--- config.mk ---
export PLATFORM = sky130hd
export DESIGN_NAME = dmem_port_arbiter
export DESIGN_NICKNAME = d
export VERILOG_FILES = /design/src/rtl/dmem_arb_pkg.sv /design/src/rtl/rr_pick.sv /design/src/rtl/dmem_port_arbiter.sv
export SDC_FILE = /design/constraint.sdc
export NUM_CORES = 1
export LEC_CHECK = 0
export ABC_CLOCK_PERIOD_IN_PS = 2350
export BUFFER_PORTS_ARGS = -buffer_cell sky130_fd_sc_hd__buf_2
export CORE_MARGIN = 2
export CORE_UTILIZATION = 36
export CTS_CLUSTER_SIZE = 14
export DETAILED_ROUTE_END_ITERATION = 16
export PLACE_DENSITY_LB_ADDON = 0.08
export SKIP_LAST_GASP = 1
export SYNTH_ARGS = -nofsm -noshare
export SYNTH_HDL_FRONTEND = slang
export SYNTH_SLANG_ARGS = --single-unit
--- constraint.sdc ---
create_clock -name CLK -period 2.35 [get_ports CLK]
set_input_delay 0.235 -clock CLK [delete_from_list [all_inputs] [get_ports CLK]]
set_output_delay 0.235 -clock CLK [all_outputs]
set_load 0.01 [all_outputs]
--- src/rtl/dmem_arb_pkg.sv ---
// dmem_arb_pkg: requester indices and arbiter state type shared by the data-memory port arbiter
package dmem_arb_pkg;
  localparam int REQ_HOST  = 0;
  localparam int REQ_LOAD  = 1;
  localparam int REQ_STORE = 2;
  typedef enum logic {ARB, OWN} arb_state_e;
endpackage

--- src/rtl/rr_pick.sv ---
// rr_pick: combinational round-robin picker, first set request scanning upward from ptr
module rr_pick #(
  parameter int NREQ = 3,
  parameter int IW   = 2
) (
  input  logic [NREQ-1:0] req,
  input  logic [IW-1:0]   ptr,
  output logic [NREQ-1:0] win_oh,
  output logic [IW-1:0]   win_idx
);
  always_comb begin
    win_oh  = '0;
    win_idx = '0;
    // scan from the far end so the request nearest the pointer is written last and wins
    for (int k = NREQ - 1; k >= 0; k--) begin
      if (req[(int'(ptr) + k) % NREQ]) begin
        win_oh = '0;
        win_oh[(int'(ptr) + k) % NREQ] = 1'b1;
        win_idx = IW'((int'(ptr) + k) % NREQ);
      end
    end
  end
endmodule

--- src/rtl/dmem_port_arbiter.sv ---
// dmem_port_arbiter: round-robin, grant-locked sharing of the single-port data memory
module dmem_port_arbiter #(
  parameter int NREQ   = 3,
  parameter int ADDR_W = 17,
  parameter int DATA_W = 8
) (
  input  logic                   CLK,
  input  logic                   RSTN,
  input  logic [NREQ-1:0]        REQ,
  input  logic [NREQ-1:0]        VLD,
  input  logic [NREQ-1:0]        WE,
  input  logic [NREQ*ADDR_W-1:0] ADDR,
  input  logic [NREQ*DATA_W-1:0] WDATA,
  output logic [NREQ-1:0]        GNT,
  output logic [NREQ-1:0]        RVALID,
  output logic [DATA_W-1:0]      RDATA,
  output logic                   MEM_EN,
  output logic                   MEM_WE,
  output logic [ADDR_W-1:0]      MEM_ADDR,
  output logic [DATA_W-1:0]      MEM_WDATA,
  input  logic [DATA_W-1:0]      MEM_RDATA,
  output logic                   BUSY
);
  import dmem_arb_pkg::*;
  localparam int IW = NREQ > 1 ? $clog2(NREQ) : 1;
  arb_state_e      state_q, state_d;
  logic [NREQ-1:0] gnt_q, gnt_d, rvalid_q, rvalid_d, pick_oh;
  logic [IW-1:0]   owner_q, owner_d, ptr_q, ptr_d, pick_idx;
  rr_pick #(.NREQ(NREQ), .IW(IW)) u_pick (
    .req(REQ), .ptr(ptr_q), .win_oh(pick_oh), .win_idx(pick_idx)
  );
  always_comb begin
    state_d = state_q;
    gnt_d   = gnt_q;
    owner_d = owner_q;
    ptr_d   = ptr_q;
    if (state_q == ARB && |REQ) begin
      state_d = OWN;
      gnt_d   = pick_oh;
      owner_d = pick_idx;
    end else if (state_q == OWN && !REQ[owner_q]) begin
      state_d = ARB;
      gnt_d   = '0;
      ptr_d   = owner_q == IW'(NREQ - 1) ? '0 : owner_q + IW'(1);
    end
  end
  always_comb begin
    MEM_EN    = gnt_q[owner_q] & VLD[owner_q];
    MEM_WE    = MEM_EN & WE[owner_q];
    MEM_ADDR  = ADDR[int'(owner_q)*ADDR_W +: ADDR_W];
    MEM_WDATA = WDATA[int'(owner_q)*DATA_W +: DATA_W];
    // gnt_q is one-hot on the owner, so it doubles as the read tag
    rvalid_d  = (MEM_EN & ~MEM_WE) ? gnt_q : '0;
  end
  always_ff @(posedge CLK or negedge RSTN) begin
    if (!RSTN) begin
      state_q  <= ARB;
      gnt_q    <= '0;
      owner_q  <= '0;
      ptr_q    <= '0;
      rvalid_q <= '0;
    end else begin
      state_q  <= state_d;
      gnt_q    <= gnt_d;
      owner_q  <= owner_d;
      ptr_q    <= ptr_d;
      rvalid_q <= rvalid_d;
    end
  end
  assign GNT    = gnt_q;
  assign RVALID = rvalid_q;
  assign RDATA  = MEM_RDATA;
  assign BUSY   = |gnt_q;
endmodule

==> results_dict.tcl, run 1 <==
set metrics [dict create \
    placementRows 22 \
    synth.distinct_cells 35 \
    detail_route.wl_per_cell_um 12.64 \
    ant_nets 0 \
    critical_path.max_fanout 18 \
    cts_htree_levels 1 \
    r2r_slack_ps 440 \
    clkLatencyLatePin_ps 240 \
    syn_to_final_growth_pct 43.33 \
    die_area_mm2 0.004311 \
    final_common_cell "sky130_fd_sc_hd__buf_2" \
    top_level_ports 136 \
    cts.sink_count 11 \
    crit_path_start_kind "register" \
    yosysTopAreaCellShare_pct 20.48 \
    async_flop_share_pct 100.0 \
    buffer_ports.inserted 119 \
    cts_buffers 3 \
    viasPerCell 4.873 \
    critPathRequiredTime_ps 2120 \
    layout-drive-gt1-share_pct 46.48 \
    die-height_um 65.66 \
    area_of_combinational_cells_with_multiple_inputs_um2 928.4 \
    path_class "register to primary output" \
    synth_compound_gate_area_share_pct 22.58 \
    final-instance-count-excl-fill 332 \
    drt_iter0_markers 37 \
    mostFrequentLayoutCells "sky130_fd_sc_hd__buf_2, sky130_fd_sc_hd__nand2_1, sky130_fd_sc_hd__mux2i_1" \
    unrepaired_setup_endpoints_after_global_routing "no" \
    hp-start "WE[1]" \
    outcome "completed" \
    min-delay-path-class "primary input to register" \
    clk_path_buf_depth 2 \
    finalHoldViolCount 0 \
    mappedNetlistNets 277 \
    worst_vdd_ir_uv 524.3 \
    drv_slew 0 \
    post_synth.cell_area_avg_um2 7.605 \
    drt_drc_violations_left 0 \
    xor_and_xnor_fraction_of_the_mapped_netlist_area_pct 0 \
    placed_cells_incl_taps 327 \
    worst_clock_skew_ps 1.708 \
    cts_root_buf "sky130_fd_sc_hd__clkbuf_8" \
    wirelength_mm 4.195 \
    first_pass_iters 4 \
    synth.ff_latch_count 11 \
    cts_tree "built" \
    postSynth.topFlopCell "sky130_fd_sc_hd__dfrtp_1" \
    ys_warn_count 0 \
    syn-instance-count 180 \
    via_count 1618 \
    timing_worst_slew_pin_value_ps 499.0 \
    synth_simple_gate_area_share_pct 21.02 \
    layout.nets 382 \
    clkTransAtPathRegs_ps 60 \
    yosysTopAreaCell "sky130_fd_sc_hd__mux2i_1" \
    grt_antenna_before_repair 0 \
    mappedNetlistArea_mm2 0.001369 \
    slew_headroom_pct 66.65 \
    synth.mux.area_fraction_pct 21.30 \
    synth_enable_flop_cells 0 \
    maximum_clock_rate_mhz 506.9 \
    timing.hold.worst_path_depth 4 \
    grt_pass1_wl_mm 6.009 \
    ff2ff_path_depth 6 \
    first_global_vias 1359 \
    worstSetupEndpointType "primary output" \
    period_minus_slack_ps 1973 \
    power_leakage_nw 0.9973 \
    fin_crit_sh_pct 83.95 \
    post_cts.resized_instances 0 \
    hold_end "RVALID[0]$_DFF_PN0_" \
    p_per_area_mw_per_mm2 917.1 \
    grt.total_usage_pct 17.62 \
    setup_tns_ps 0 \
    final_weighted_congestion_in_routability_driven_placement 0.8818 \
    fillerInstances 372 \
    chipWidth_um 65.66 \
    timing.max_cap.violations 0 \
    insertedDiodeCount 0 \
    yosysSeqAreaShare_pct 20.11 \
    dp_hpwl_mm 3.299 \
    arrival_ps 1740 \
    regArea_um2 276.5 \
    dominant_combinational_cell_family_by_area_after_synthesis "compound AO/OA/AOI/OAI gates" \
    grt_max_degree 27 \
    synth-adder-area-share_pct 2.742 \
    initial_core_util_pct 37.39 \
    grt.overflow.total 0 \
    rr_startpoint "ptr_q[0]$_DFFE_PN0P_" \
    r2r_endpoint "GNT[0]$_DFFE_PN0P_" \
    core_region_area_mm2 0.003661 \
    synth.top_cells.by_area "sky130_fd_sc_hd__mux2i_1, sky130_fd_sc_hd__dfrtp_1, sky130_fd_sc_hd__o21ai_0" \
    number_of_setup_violations_in_the_final_report 0 \
]
[state kept, by name, indices dropped and copies added, names as in the netlist]
| name | flops |
|---|---|
| GNT | 3 |
| ptr_q | 2 |
| state_q | 1 |
| RVALID | 3 |
| owner_q | 2 |
[cell usage after synthesis (2+ instances only)]
cell,instances
sky130_fd_sc_hd__a21o_1,3
sky130_fd_sc_hd__dfrtp_1,11
sky130_fd_sc_hd__nor2b_1,5
sky130_fd_sc_hd__a21oi_1,6
sky130_fd_sc_hd__inv_1,6
sky130_fd_sc_hd__buf_4,12
sky130_fd_sc_hd__ha_1,3
sky130_fd_sc_hd__nand2_1,33
sky130_fd_sc_hd__nor3b_1,2
sky130_fd_sc_hd__a2111oi_1,2
sky130_fd_sc_hd__buf_2,4
sky130_fd_sc_hd__mux2i_1,28
sky130_fd_sc_hd__o21ai_0,27
sky130_fd_sc_hd__nor2_1,5
sky130_fd_sc_hd__o211ai_2,2
sky130_fd_sc_hd__nand2b_1,3
sky130_fd_sc_hd__o31ai_1,2
sky130_fd_sc_hd__nand3b_1,3
sky130_fd_sc_hd__a32o_1,2
sky130_fd_sc_hd__nand3_1,2
sky130_fd_sc_hd__clkbuf_1,5
[how the worst max path moves through the flow]
| stage | start | endpoint | slack [ps] | cells past startpoint |
|---|---|---|---|---|
| finish | owner_q[1]$_DFFE_PN0P_ | MEM_ADDR[11] | 380 | 4 |
| global route | owner_q[1]$_DFFE_PN0P_ | MEM_WE | 230 | 4 |
| CTS | owner_q[1]$_DFFE_PN0P_ | MEM_ADDR[6] | 370 | 4 |
| detailed placement | ptr_q[0]$_DFFE_PN0P_ | GNT[0]$_DFFE_PN0P_ | 440 | 6 |
| global placement | ptr_q[0]$_DFFE_PN0P_ | GNT[0]$_DFFE_PN0P_ | 510 | 6 |
| floorplan | ptr_q[0]$_DFFE_PN0P_ | GNT[2]$_DFFE_PN0P_ | 650 | 7 |
[what timing repair did]
item,in CTS,in global routing
setup buffers,0,0
hold buffers,1,0
endpoints found under the hold margin,11,0
setup endpoints to repair,0,0
[routing by layer]
| metal | track usage, % | vias to the layer above | share of wire [%] |
|---|---|---|---|
| met3 | 1.712 | 4 | 6.7 |
| met1 | 22.83 | 695 | 45 |
| met4 | 7.031 | 0 | 1.2 |
| met2 | 29.80 | 79 | 47 |
| met5 | 0 | - | 0 |
| li1 | - | 840 | - |
[through the flow]
step	setup WS [ps]	hold slack (ps)	cell area, um^2	power [mW]	util (%)
floorplan	646.9	-60.59	1369	1.221	-
CTS	370.7	350.2	1962	1.816	53.59
global route	227.1	373.5	1962	1.963	53.59
finish	377.2	352.8	1962	1.799	53.59
detailed placement	435.5	130.4	1906	1.611	52.05
global placement	507.2	124.0	1906	1.602	52.05
[kinds of logic after synthesis]
family,count (synthesis)
AO/OA/AOI/OAI,49
AND/OR/NAND/NOR,59
flip-flops,11
adder cells (fa/ha/maj),3
buffers and inverters,29
multiplexers,29
[final cells by class]
| type | instances | area share, % |
|---|---|---|
| timing repair buffer | 123 | 32.02 |
| sequential | 11 | 14.09 |
| clock buffer | 3 | 2.105 |
| multi-input combinational | 140 | 47.32 |
| clock inverter | 1 | 0.2551 |
| tap | 48 | 3.061 |
| inverter | 6 | 1.148 |
[worst max-delay path, cell delays in order, from the launching register on]
cell and delay, ps:
sky130_fd_sc_hd__dfrtp_2 620, sky130_fd_sc_hd__buf_4 380, sky130_fd_sc_hd__mux2i_1 240, sky130_fd_sc_hd__o21ai_0 90
sky130_fd_sc_hd__buf_2 150
[power breakdown]
group,total (mW),switching [mW],internal [mW]
combinational,1.25,0.675,0.576
sequential,0.352,0.101,0.251
clock,0.196,0.0790,0.117
total,1.80,0.855,0.944
No activity file was read; power rests on OpenSTA's default activity.
==> inputs of run 2 (changes only) <==
ABC_CLOCK_PERIOD_IN_PS = 2000   (was 2350)
clock period = 2 ns   (was 2.35 ns; I/O delays follow)
==> results_dict.tcl, run 2 (synthesis gave the netlist of run 1 again) <==
set metrics [dict create \
    cp_slowest_stage_delay_ps 510 \
    drt_drc_violations_left 0 \
    grt.overflow.total 0 \
    first_global_vias 1429 \
    drv_slew 0 \
    initial_core_util_pct 37.39 \
    die_area_mm2 0.004311 \
    worst_path_dominant_cell_family "simple AND/OR/NAND/NOR gates" \
    cts.repair_timing.setup_buffer_count 0 \
    critPathRequiredTime_ps 2150 \
    crit_slowest_cell "sky130_fd_sc_hd__or4bb_1" \
    fin_util_pct 54.41 \
    slew_headroom_pct 73.58 \
    setup_tns_ps 0 \
    maximum_clock_rate_mhz 534.6 \
    final_common_cell "sky130_fd_sc_hd__buf_2" \
    outcome "completed" \
    cts_buffers 3 \
    clk_path_buf_depth 2 \
    fin_crit_sh_pct 93.53 \
    die-height_um 65.66 \
    first_pass_iters 5 \
    insertedDiodeCount 0 \
    worst_clock_skew_ps 1.148 \
    cell_chain_of_the_critical_path "inv_1 > ha_2 > or4bb_1 > o211ai_2 > a2111oi_1 > o31ai_1" \
    period_minus_slack_ps 1871 \
    via_count 1642 \
    buffer_ports.inserted 119 \
    totalPowerFinal_mw 2.181 \
    power_leakage_nw 1.007 \
    viasPerCell 4.901 \
    grt.total_usage_pct 18.32 \
    critical_path.max_fanout 12 \
    worst_vdd_ir_uv 456.0 \
    layout-drive-gt1-share_pct 47.74 \
    cts.sink_count 11 \
    worstPathBufferInverterCount 1 \
    worstSetupEndpointType "register" \
    cts_htree_levels 1 \
    placementRows 22 \
    ant_nets 0 \
    min-delay-path-class "primary input to register" \
    layout.nets 385 \
    grt_antenna_before_repair 0 \
    design_area_mm2 0.001992 \
    mostFrequentLayoutCells "sky130_fd_sc_hd__buf_2, sky130_fd_sc_hd__nand2_1, sky130_fd_sc_hd__mux2i_1" \
    drt_iter0_markers 49 \
    chipWidth_um 65.66 \
    wirelength_mm 4.257 \
    path_class "register to register" \
    clkTransAtPathRegs_ps 50 \
    finalHoldViolCount 0 \
    p_per_area_mw_per_mm2 1095 \
    core_region_area_mm2 0.003661 \
    cts_root_buf "sky130_fd_sc_hd__clkbuf_8" \
    timing_worst_slew_pin_value_ps 395.1 \
    syn_to_final_growth_pct 45.52 \
    clkLatencyLatePin_ps 240 \
    number_of_setup_violations_in_the_final_report 0 \
    cts_tree "built" \
    fillerInstances 379 \
    arrival_ps 2020 \
    grt_max_degree 19 \
    timing.max_cap.violations 0 \
    crit_path_start_kind "register" \
    dp_hpwl_mm 3.358 \
    final_weighted_congestion_in_routability_driven_placement 0.9142 \
    grt_pass1_wl_mm 6.292 \
    unrepaired_setup_endpoints_after_global_routing "no" \
    detail_route.wl_per_cell_um 12.71 \
    dpl_cell_area_mm2 0.001928 \
    top_level_ports 136 \
    final.hold.worst_slack_ps 322.2 \
]
-- run 2: final timing paths --
path / startpoint / endpoint / slack (ps) / cells after the start
worst max-delay path: ptr_q[0]$_DFFE_PN0P_ / GNT[0]$_DFFE_PN0P_ / 130 / 6
worst min-delay path: WE[1] / RVALID[1]$_DFF_PN0_ / 320 / 4
worst max register to register: ptr_q[0]$_DFFE_PN0P_ / GNT[0]$_DFFE_PN0P_ / 130 / 6
worst min register to register: ptr_q[0]$_DFFE_PN0P_ / ptr_q[0]$_DFFE_PN0P_ / 520 / 2
max in group asynchronous: RSTN / owner_q[1]$_DFFE_PN0P_ / 1410 / 2
min in group asynchronous: RSTN / state_q$_DFFE_PN0P_ / 360 / 2
-- run 2: metrics by stage --
step	cells	worst slack (ps)
after floorplan	180	296.9
after global placement	330	152.8
after detailed placement	330	112.3
after CTS	335	66.13
after global routing	335	30.30
final	335	129.4
-- run 2: per-layer routing --
metal	global-route usage [%]	up-vias	wire length, um
met1	22.76	706	1774
met5	0	-	0
met3	2.568	7	394
met4	5.469	0	59
met2	32.45	93	2030
li1	-	836	-
-- run 2: worst register-to-register path, cell delays in order (launching register included) --
cell	delay, ps
sky130_fd_sc_hd__dfrtp_1	390
sky130_fd_sc_hd__inv_1	100
sky130_fd_sc_hd__ha_2	340
sky130_fd_sc_hd__or4bb_1	510
sky130_fd_sc_hd__o211ai_2	80
sky130_fd_sc_hd__a2111oi_1	100
sky130_fd_sc_hd__o31ai_1	260
-- run 2: area by class of cell --
type | count | area (um^2) | area share, %
clock buffers | 4 | 45.04 | 2.261
inverters | 6 | 22.52 | 1.131
multi-input cells | 140 | 935.9 | 46.98
flip-flops and latches | 11 | 277.8 | 13.94
well taps | 48 | 60.06 | 3.015
repair buffers | 126 | 650.6 | 32.66
-- run 2: what timing repair did --
action,CTS,global route
endpoints found under the setup margin,0,6
resized for setup,0,3
hold buffers,1,0
endpoints found under the hold margin,11,0
-- run 2: where the power goes --
group	internal (mW)	total (mW)	switching, mW
Combinational	0.715	1.55	0.835
Sequential	0.297	0.400	0.103
Clock	0.141	0.231	0.0907
Total	1.15	2.18	1.03
==> inputs of run 3 (changes only) <==
CORE_ASPECT_RATIO = 0.5   (was default)
==> results_dict.tcl, run 3 (synthesis gave the netlist of run 1 again) <==
set metrics [dict create \
    outcome "completed" \
    period_minus_slack_ps 1869 \
    number_of_setup_violations_in_the_final_report 0 \
    place_ws_ps 94.94 \
    clk_path_buf_depth 2 \
    first_pass_iters 4 \
    startpoint "ptr_q[0]$_DFFE_PN0P_" \
    grt.overflow.total 0 \
    cts_htree_levels 1 \
    cts.sink_count 11 \
    worst_vdd_ir_uv 322.9 \
    ant_nets 0 \
    power_leakage_nw 1.017 \
    final_critical_path_setup_slack_ps 130.6 \
    finalHoldViolCount 0 \
    final_weighted_congestion_in_routability_driven_placement 0.8603 \
    grt_pass1_wl_mm 6.216 \
    worst_clock_skew_ps 3.901 \
    buffer_ports.inserted 119 \
    cts_tree "built" \
    crit_path_start_kind "register" \
    grt_max_degree 27 \
    die-height_um 47.60 \
    final.hold.worst_slack_ps 322.5 \
    timing.max_cap.violations 0 \
    totalPowerFinal_mw 2.189 \
    wirelength_mm 4.087 \
    placementRows 15 \
    unrepaired_setup_endpoints_after_global_routing "no" \
    layout-drive-gt1-share_pct 47.57 \
    timing_worst_slew_pin_value_ps 379.1 \
    detail_route.wl_per_cell_um 12.06 \
    dp_hpwl_mm 3.257 \
    slew_headroom_pct 74.65 \
    arrival_ps 2000 \
    fin_crit_sh_pct 93.47 \
    p_per_area_mw_per_mm2 1086 \
    final_common_cell "sky130_fd_sc_hd__buf_2" \
    top_level_ports 136 \
    cts_buffers 3 \
    clkLatencyLatePin_ps 240 \
    drt_iter0_markers 41 \
    core_region_area_mm2 0.003528 \
    critical_path.max_fanout 12 \
    syn_to_final_growth_pct 47.17 \
    initial_core_util_pct 38.79 \
    first_global_vias 1505 \
    drv_slew 0 \
    layout.nets 386 \
    via_count 1650 \
    rr_startpoint "ptr_q[0]$_DFFE_PN0P_" \
    mostFrequentLayoutCells "sky130_fd_sc_hd__buf_2, sky130_fd_sc_hd__nand2_1, sky130_fd_sc_hd__mux2i_1" \
    min-delay-path-class "primary input to register" \
    path_class "register to register" \
    grt_antenna_before_repair 0 \
    worstSetupEndpointType "register" \
    viasPerCell 4.867 \
    grt.total_usage_pct 17.68 \
    cts_root_buf "sky130_fd_sc_hd__clkbuf_8" \
    die_area_mm2 0.004341 \
    maximum_clock_rate_mhz 534.9 \
    drt_drc_violations_left 0 \
    critPathRequiredTime_ps 2140 \
    insertedDiodeCount 0 \
    cts.repair_timing.setup_buffer_count 0 \
    chipWidth_um 91.21 \
    hp-start "WE[1]" \
    clkTransAtPathRegs_ps 50 \
    setup_tns_ps 0 \
]
==> run 3: report_power, final <==
part / leakage, nW / internal (mW) / switching (mW)
Sequential: 0.143 / 0.296 / 0.0903
Clock: 0.0228 / 0.140 / 0.0834
Combinational: 0.852 / 0.738 / 0.841
==> run 3: path summary, 6_finish.rpt <==
path,to,slack [ps],depth (start not counted)
max in group asynchronous,owner_q[1]$_DFFE_PN0P_,1410,2
min in group asynchronous,owner_q[1]$_DFFE_PN0P_,370,2
setup / recovery,GNT[0]$_DFFE_PN0P_,130,6
setup reg to reg,GNT[0]$_DFFE_PN0P_,130,6
hold reg to reg,ptr_q[0]$_DFFE_PN0P_,510,2
hold / removal,RVALID[1]$_DFF_PN0_,320,4
==> run 3: through the flow <==
stage / utilization [%] / area (um^2) / instances
2_1_floorplan: - / 1369 / 180
3_3_place_gp: 55.28 / 1951 / 334
3_5_place_dp: 55.28 / 1951 / 334
4_1_cts: 56.84 / 2006 / 339
5_1_grt: 57.09 / 2014 / 339
6_report: 57.09 / 2014 / 339
==> run 3: critical path, stage by stage (launching register included) <==
cell                        delay, ps
sky130_fd_sc_hd__dfrtp_1          390
sky130_fd_sc_hd__inv_1             90
sky130_fd_sc_hd__ha_2             340
sky130_fd_sc_hd__or4b_1           500
sky130_fd_sc_hd__o211ai_2          90
sky130_fd_sc_hd__a2111oi_1        100
sky130_fd_sc_hd__o31ai_1          270
==> run 3: metal layers <==
layer  track usage (%)  vias up  wire length (um)
met5                 0        -                 0
met4             4.545        0                22
met3             3.465        2               228
met2             35.85       49              2121
met1             20.32      755              1714
li1                  -      844                 -
==> run 3: final cells by class <==
type	count	area [um^2]
multi-input cells	140	935.9
inverters	6	22.52
repair buffers	127	670.6
well taps	51	63.81
flip-flops and latches	11	276.5
fillers	350	1514
clock buffers	4	45.04
==> run 3: timing repair <==
| action | in CTS | in global routing |
|---|---|---|
| gates resized for setup | 0 | 3 |
| endpoints found under the hold margin | 11 | 0 |
| setup endpoints to repair | 0 | 13 |
| hold buffers | 1 | 0 |
